==> src/rtl/rc4_pkg.sv <==
// Shared RC4 constants and state encodings for the init, ksa and prga engines.
package rc4_pkg;

    localparam int BYTE_W    = 8;
    localparam int MEM_DEPTH = 256;

    typedef logic [BYTE_W-1:0] byte_t;

    typedef enum logic [1:0] {
        INIT_IDLE,
        INIT_FILL
    } init_state_t;

    typedef enum logic [2:0] {
        KSA_IDLE,
        KSA_RDI,
        KSA_RDJ,
        KSA_SWJ,
        KSA_SWI
    } ksa_state_t;

    typedef enum logic [3:0] {
        PRGA_IDLE,
        PRGA_LEN0,
        PRGA_LEN1,
        PRGA_RDI,
        PRGA_RDJ,
        PRGA_SWJ,
        PRGA_SWI,
        PRGA_RDP,
        PRGA_WRP
    } prga_state_t;

endpackage

==> src/rtl/prga.sv <==
// RC4 keystream generator: walks and swaps S, XORs keystream with length-prefixed CT
// and writes length-prefixed PT. Six cycles per byte over single-port synchronous RAMs.
//
//  state | meaning
//  IDLE  | rdy=1, waiting for en
//  LEN0  | address CT[0] (length byte)
//  LEN1  | latch length, copy it to PT[0], init i/j/k
//  RDI   | address S[i]
//  RDJ   | capture si, advance j, address S[j]
//  SWJ   | capture sj, write S[j]=si
//  SWI   | write S[i]=sj
//  RDP   | address S[si+sj] and CT[k]
//  WRP   | write PT[k] = keystream ^ CT[k]
module prga
    import rc4_pkg::*;
(
    input  logic        clk,
    input  logic        rst,
    input  logic        en,
    output logic        rdy,
    output logic [7:0]  s_addr,
    input  logic [7:0]  s_rddata,
    output logic [7:0]  s_wrdata,
    output logic        s_wren,
    output logic [7:0]  ct_addr,
    input  logic [7:0]  ct_rddata,
    output logic [7:0]  pt_addr,
    output logic [7:0]  pt_wrdata,
    output logic        pt_wren
);

    prga_state_t state_q, state_d;
    byte_t       i_q, i_d;
    byte_t       j_q, j_d;
    byte_t       k_q, k_d;
    byte_t       len_q, len_d;
    byte_t       si_q, si_d;
    byte_t       sj_q, sj_d;

    always_ff @(posedge clk) begin
        if (rst) begin
            state_q <= PRGA_IDLE;
            i_q     <= '0;
            j_q     <= '0;
            k_q     <= '0;
            len_q   <= '0;
            si_q    <= '0;
            sj_q    <= '0;
        end else begin
            state_q <= state_d;
            i_q     <= i_d;
            j_q     <= j_d;
            k_q     <= k_d;
            len_q   <= len_d;
            si_q    <= si_d;
            sj_q    <= sj_d;
        end
    end

    always_comb begin
        state_d   = state_q;
        i_d       = i_q;
        j_d       = j_q;
        k_d       = k_q;
        len_d     = len_q;
        si_d      = si_q;
        sj_d      = sj_q;
        rdy       = 1'b0;
        s_addr    = '0;
        s_wrdata  = '0;
        s_wren    = 1'b0;
        ct_addr   = '0;
        pt_addr   = '0;
        pt_wrdata = '0;
        pt_wren   = 1'b0;

        unique case (state_q)
            PRGA_IDLE: begin
                rdy = 1'b1;
                if (en) state_d = PRGA_LEN0;
            end
            PRGA_LEN0: begin
                ct_addr = '0;
                state_d = PRGA_LEN1;
            end
            PRGA_LEN1: begin
                len_d     = ct_rddata;
                pt_addr   = '0;
                pt_wrdata = ct_rddata;
                pt_wren   = 1'b1;
                i_d       = 8'd1;
                j_d       = '0;
                k_d       = 8'd1;
                state_d   = (ct_rddata == 8'd0) ? PRGA_IDLE : PRGA_RDI;
            end
            PRGA_RDI: begin
                s_addr  = i_q;
                state_d = PRGA_RDJ;
            end
            PRGA_RDJ: begin
                si_d    = s_rddata;
                j_d     = j_q + s_rddata;
                s_addr  = j_q + s_rddata;
                state_d = PRGA_SWJ;
            end
            PRGA_SWJ: begin
                // sj is taken before either write lands, so i==j swaps to itself
                sj_d     = s_rddata;
                s_addr   = j_q;
                s_wrdata = si_q;
                s_wren   = 1'b1;
                state_d  = PRGA_SWI;
            end
            PRGA_SWI: begin
                s_addr   = i_q;
                s_wrdata = sj_q;
                s_wren   = 1'b1;
                state_d  = PRGA_RDP;
            end
            PRGA_RDP: begin
                s_addr  = si_q + sj_q;
                ct_addr = k_q;
                state_d = PRGA_WRP;
            end
            PRGA_WRP: begin
                pt_addr   = k_q;
                pt_wrdata = s_rddata ^ ct_rddata;
                pt_wren   = 1'b1;
                if (k_q == len_q) begin
                    state_d = PRGA_IDLE;
                end else begin
                    k_d     = k_q + 8'd1;
                    i_d     = i_q + 8'd1;
                    state_d = PRGA_RDI;
                end
            end
            default: state_d = PRGA_IDLE;
        endcase
    end

endmodule

==> config.mk <==
export PLATFORM = sky130hd
export DESIGN_NAME = prga
export DESIGN_NICKNAME = d
export VERILOG_FILES = /design/src/rtl/rc4_pkg.sv /design/src/rtl/prga.sv
export SDC_FILE = /design/constraint.sdc
export NUM_CORES = 1
export LEC_CHECK = 0
export ABC_AREA = 1
export CAP_MARGIN = 10
export CORE_MARGIN = 1
export CORE_UTILIZATION = 40
export DETAILED_ROUTE_END_ITERATION = 16
export SLEW_MARGIN = 40
export SYNTH_ARGS = -nofsm -noshare
export SYNTH_HDL_FRONTEND = slang
export SYNTH_SLANG_ARGS = --single-unit
==> constraint.sdc <==
create_clock -name clk -period 2 [get_ports clk]
set_input_delay 0.3 -clock clk [delete_from_list [all_inputs] [get_ports clk]]
set_output_delay 0.3 -clock clk [all_outputs]
set_load 0.01 [all_outputs]
==> results.sh <==
export IMPL_regArea_um2=1070
export IMPL_vias=3930
export IMPL_slew_viol_final=0
export IMPL_fmax_ghz=0.460
export IMPL_n_fill_cell=800
export IMPL_status="finished with violations"
export IMPL_cp_required_ns=1.70
export IMPL_dr_pass1_iters=4
export IMPL_rows=33
export IMPL_powerDensity_nw_per_um2=616
export IMPL_holdCritStartpoint="len_q[4]$_SDFFE_PP0P_"
export IMPL_dieArea_um2=8920
export IMPL_place_congestion=0.861
export IMPL_setup_violations=5
export IMPL_synthMuxAreaShare_pct=0
export IMPL_max_vdd_ir_drop_v=0.000307
export IMPL_timing_final_ws_setup_ns=-0.172
export IMPL_timing_rr_end="i_q[7]$_SDFFE_PP0P_"
export IMPL_start_util_pct=41.4
export IMPL_die_h_um=94.4
export IMPL_synth_top_area_share_pct=30.5
export IMPL_synth_simple_area_share_pct=31.9
export IMPL_synth_net_count=552
export IMPL_p_seq_share_pct=39.2
export IMPL_fin_nets=681
export IMPL_clkPwrFrac_pct=22.6
export IMPL_wl_um=11600
export IMPL_core_area_um2=8260
export IMPL_layout_drive_gt1_share_pct=31.4
export IMPL_final_setup_tns_ns=-0.536
export IMPL_antenna_found_initial=0
export IMPL_multi_input_area_um2=2470
export IMPL_synth_top_family_by_area="simple AND/OR/NAND/NOR gates"
export IMPL_share_comb_of_total_power_pct=38.2
export IMPL_fin_total_pwr_w=0.00315
export IMPL_ios=62
export IMPL_cts_buffers_inserted=5
export IMPL_clk_latency_ns=0.30
export IMPL_synthAdderAreaFrac_pct=7.03
export IMPL_syn_area_um2=3420
export IMPL_fin_worst_skew_ns=0.0129
export IMPL_arrival_ns=1.87
export IMPL_hold_viol_final=0
export IMPL_clk_path_buf_depth=2
export IMPL_grt_pass1_vias=3613
export IMPL_diodes=0
export IMPL_leakage_nw=2.26
export IMPL_cap_viol_max_count=0
export IMPL_rrSetupSlack_ns=0.20
export IMPL_slew_headroom_pct=73.0
export IMPL_synth_seq_cells=52
export IMPL_clkSinkCount=52
export IMPL_grt_pass1_wl_um=18100
export IMPL_yosys_warnings=0
export IMPL_drc=0
export IMPL_postSynthAreaPerCell_um2=6.64
export IMPL_grt_max_degree=34
export IMPL_rsz0062_at_grt="true"
export IMPL_grt_ovfl_total=0
export IMPL_hpwlAfterDp_um=8370
export IMPL_async_flop_share_pct=0
export IMPL_clock_root_buffer="clkbuf_8"
export IMPL_area_growth_pct=49.7
export IMPL_clk_pin_slew_worst_paths_ns=0.09
export IMPL_synth_area_leaders="dfxtp_1 (30%), nand2_1 (12%), nor2_1 (8.3%)"
export IMPL_drtIter0Drc=195
export IMPL_h_tree_depth=2
export IMPL_endpoint_kind="output pin"
export IMPL_ant_nets=0
export IMPL_tightest_slew_ns=0.405
export IMPL_crit_path_start_kind="register"
export IMPL_synth_distinct_cells=32
export IMPL_yosysTopAreaCell="dfxtp_1"
export IMPL_synth_most_common_cell="nand2_1"
export IMPL_viasPerCell=5.25
export IMPL_fp_dieW_um=94.4
export IMPL_postPlaceCellArea_um2=4610
export IMPL_violations="setup timing"
export IMPL_min_path_cells=2
export IMPL_synth_xor_area_share_pct=5.90
export IMPL_cts_tree="yes"
export IMPL_hold_end="len_q[4]$_SDFFE_PP0P_"
export IMPL_r2r_start="state_q[3]$_SDFFE_PP0P_"
export IMPL_timing_final_crit_period_ns=2.17
export IMPL_crit_type="reg -> out"
export IMPL_post_route_period_util_pct=109
export IMPL_p_int_w=0.00202
export IMPL_grt_total_usage_pct=26.4
export IMPL_synth_compound_area_share_pct=16.4
export IMPL_wl_per_cell_um=15.5
export IMPL_postLayoutCellArea_um2=5120
export IMPL_post_route_util_pct=62.0
export IMPL_p_switching_w=0.00113
export IMPL_hold_path_class="reg -> reg"
export IMPL_switching_share_pct=35.9
export IMPL_crit_fanout=3
export IMPL_ys_seq_area_share_pct=30.5
export IMPL_postSynthCellCount=515
export IMPL_synth_edf_count=0
export IMPL_yosys_most_used_dff="dfxtp_1"
export IMPL_reg2reg_depth=11
export IMPL_ctsHoldBuffers=0
export IMPL_place_port_buffers=61
export IMPL_ys_top_cells_by_count="nand2_1 (108), nor2_1 (76), dfxtp_1 (52)"
==> power groups by stage <==
stage,Sequential [W],Combinational [W],Clock [W]
6_report,0.00124,0.00121,0.000711
3_3_place_gp,0.00122,0.00107,0
2_1_floorplan,0.00121,0.000591,0
3_5_place_dp,0.00122,0.00108,0
5_1_grt,0.00125,0.00132,0.000757
4_1_cts,0.00122,0.00113,0.000718
==> stage by stage <==
| stage | setup slack [ns] | hold WS (ns) | std cells |
|---|---|---|---|
| 4_1_cts | -0.175 | 0.487 | 745 |
| 5_1_grt | -0.252 | 0.508 | 748 |
| 3_3_place_gp | -0.823 | 0.468 | 732 |
| 2_1_floorplan | 0.229 | 0.435 | 515 |
| 6_report | -0.172 | 0.486 | 748 |
| 3_5_place_dp | -0.823 | 0.471 | 732 |
==> metal layers <==
| layer | global-route usage, % | wire [um] |
|---|---|---|
| met1 | 33.7 | 5070 |
| met2 | 46.6 | 5660 |
| met3 | 3.70 | 708 |
| met4 | 6.28 | 188 |
| met5 | 0 | 0 |
==> layout by cell type, fill, tap and decap left out, types with 3 or more instances in the layout <==
cell type,n
buf_2,14
inv_1,36
o21ai_0,24
xnor2_1,14
dfxtp_4,5
nand4_1,10
buf_6,5
nor2_2,4
dfxtp_1,35
nand3_4,3
dlygate4sd2_1,24
ha_4,13
clkbuf_2,7
inv_2,11
xor2_1,9
dfxtp_2,12
a32o_1,7
inv_4,3
a21oi_1,45
a22oi_1,3
nor2_1,75
clkbuf_8,5
nor2_4,3
o21ai_2,5
buf_4,73
nand2_2,12
nand3_1,27
nor3_1,3
nand2_1,98
clkdlybuf4s50_1,11
o21ai_1,3
nand3_2,10
ha_1,3
nor3b_1,3
==> area by class of cell <==
type                            instances  area share (%)
Clock buffer                            5            1.35
Clock inverter                          1           0.587
Inverter                               50            3.82
Multi-Input combinational cell        394            48.3
Sequential cell                        52            21.0
Tap cell                              105            2.57
Timing Repair Buffer                  141            22.4
==> critical path: stages, from the launching register on <==
cell and delay (ns):
dfxtp_4 0.38, ha_4 0.15, inv_2 0.04, fa_2 0.32, inv_2 0.08, nand2_1 0.06, a21oi_2 0.13, o21ai_0 0.09
nand2_1 0.09, o211ai_1 0.08, buf_2 0.16
==> kinds of logic (layout without fill, tap and decap cells) <==
logic type      after synthesis  count (layout)
buf+inv                      69             197
xor+xnor                     23              23
compound gates               99              99
simple gates                254             254
fa+ha+maj                    18              18
flops                        52              52
==> state kept, by name, summed over array words and instances, names as in the netlist <==
| signal | cells |
|---|---|
| i_q | 8 |
| j_q | 8 |
| k_q | 8 |
| len_q | 8 |
| si_q | 8 |
| sj_q | 8 |
| state_q | 4 |
==> worst max path at each step <==
stage,startpoint,end,depth (start not counted)
floorplan,si_q[0]$_SDFFE_PP0P_,s_addr[4],8
global placement,s_rddata[0],s_addr[2],9
detailed placement,s_rddata[0],s_addr[2],9
CTS,si_q[0]$_SDFFE_PP0P_,s_addr[2],9
global route,j_q[0]$_SDFFE_PP0P_,s_addr[4],8
finish,si_q[0]$_SDFFE_PP0P_,s_addr[4],10
==> what timing repair did <==
| item | CTS | global route |
|---|---|---|
| setup endpoints to repair | 42 | 26 |
| cloned | 2 | 0 |
| pin swaps | 16 | 16 |
| gates resized for setup | 153 | 68 |
| setup buffers | 5 | 4 |
Note: power is estimated with default switching activity, not from simulation.
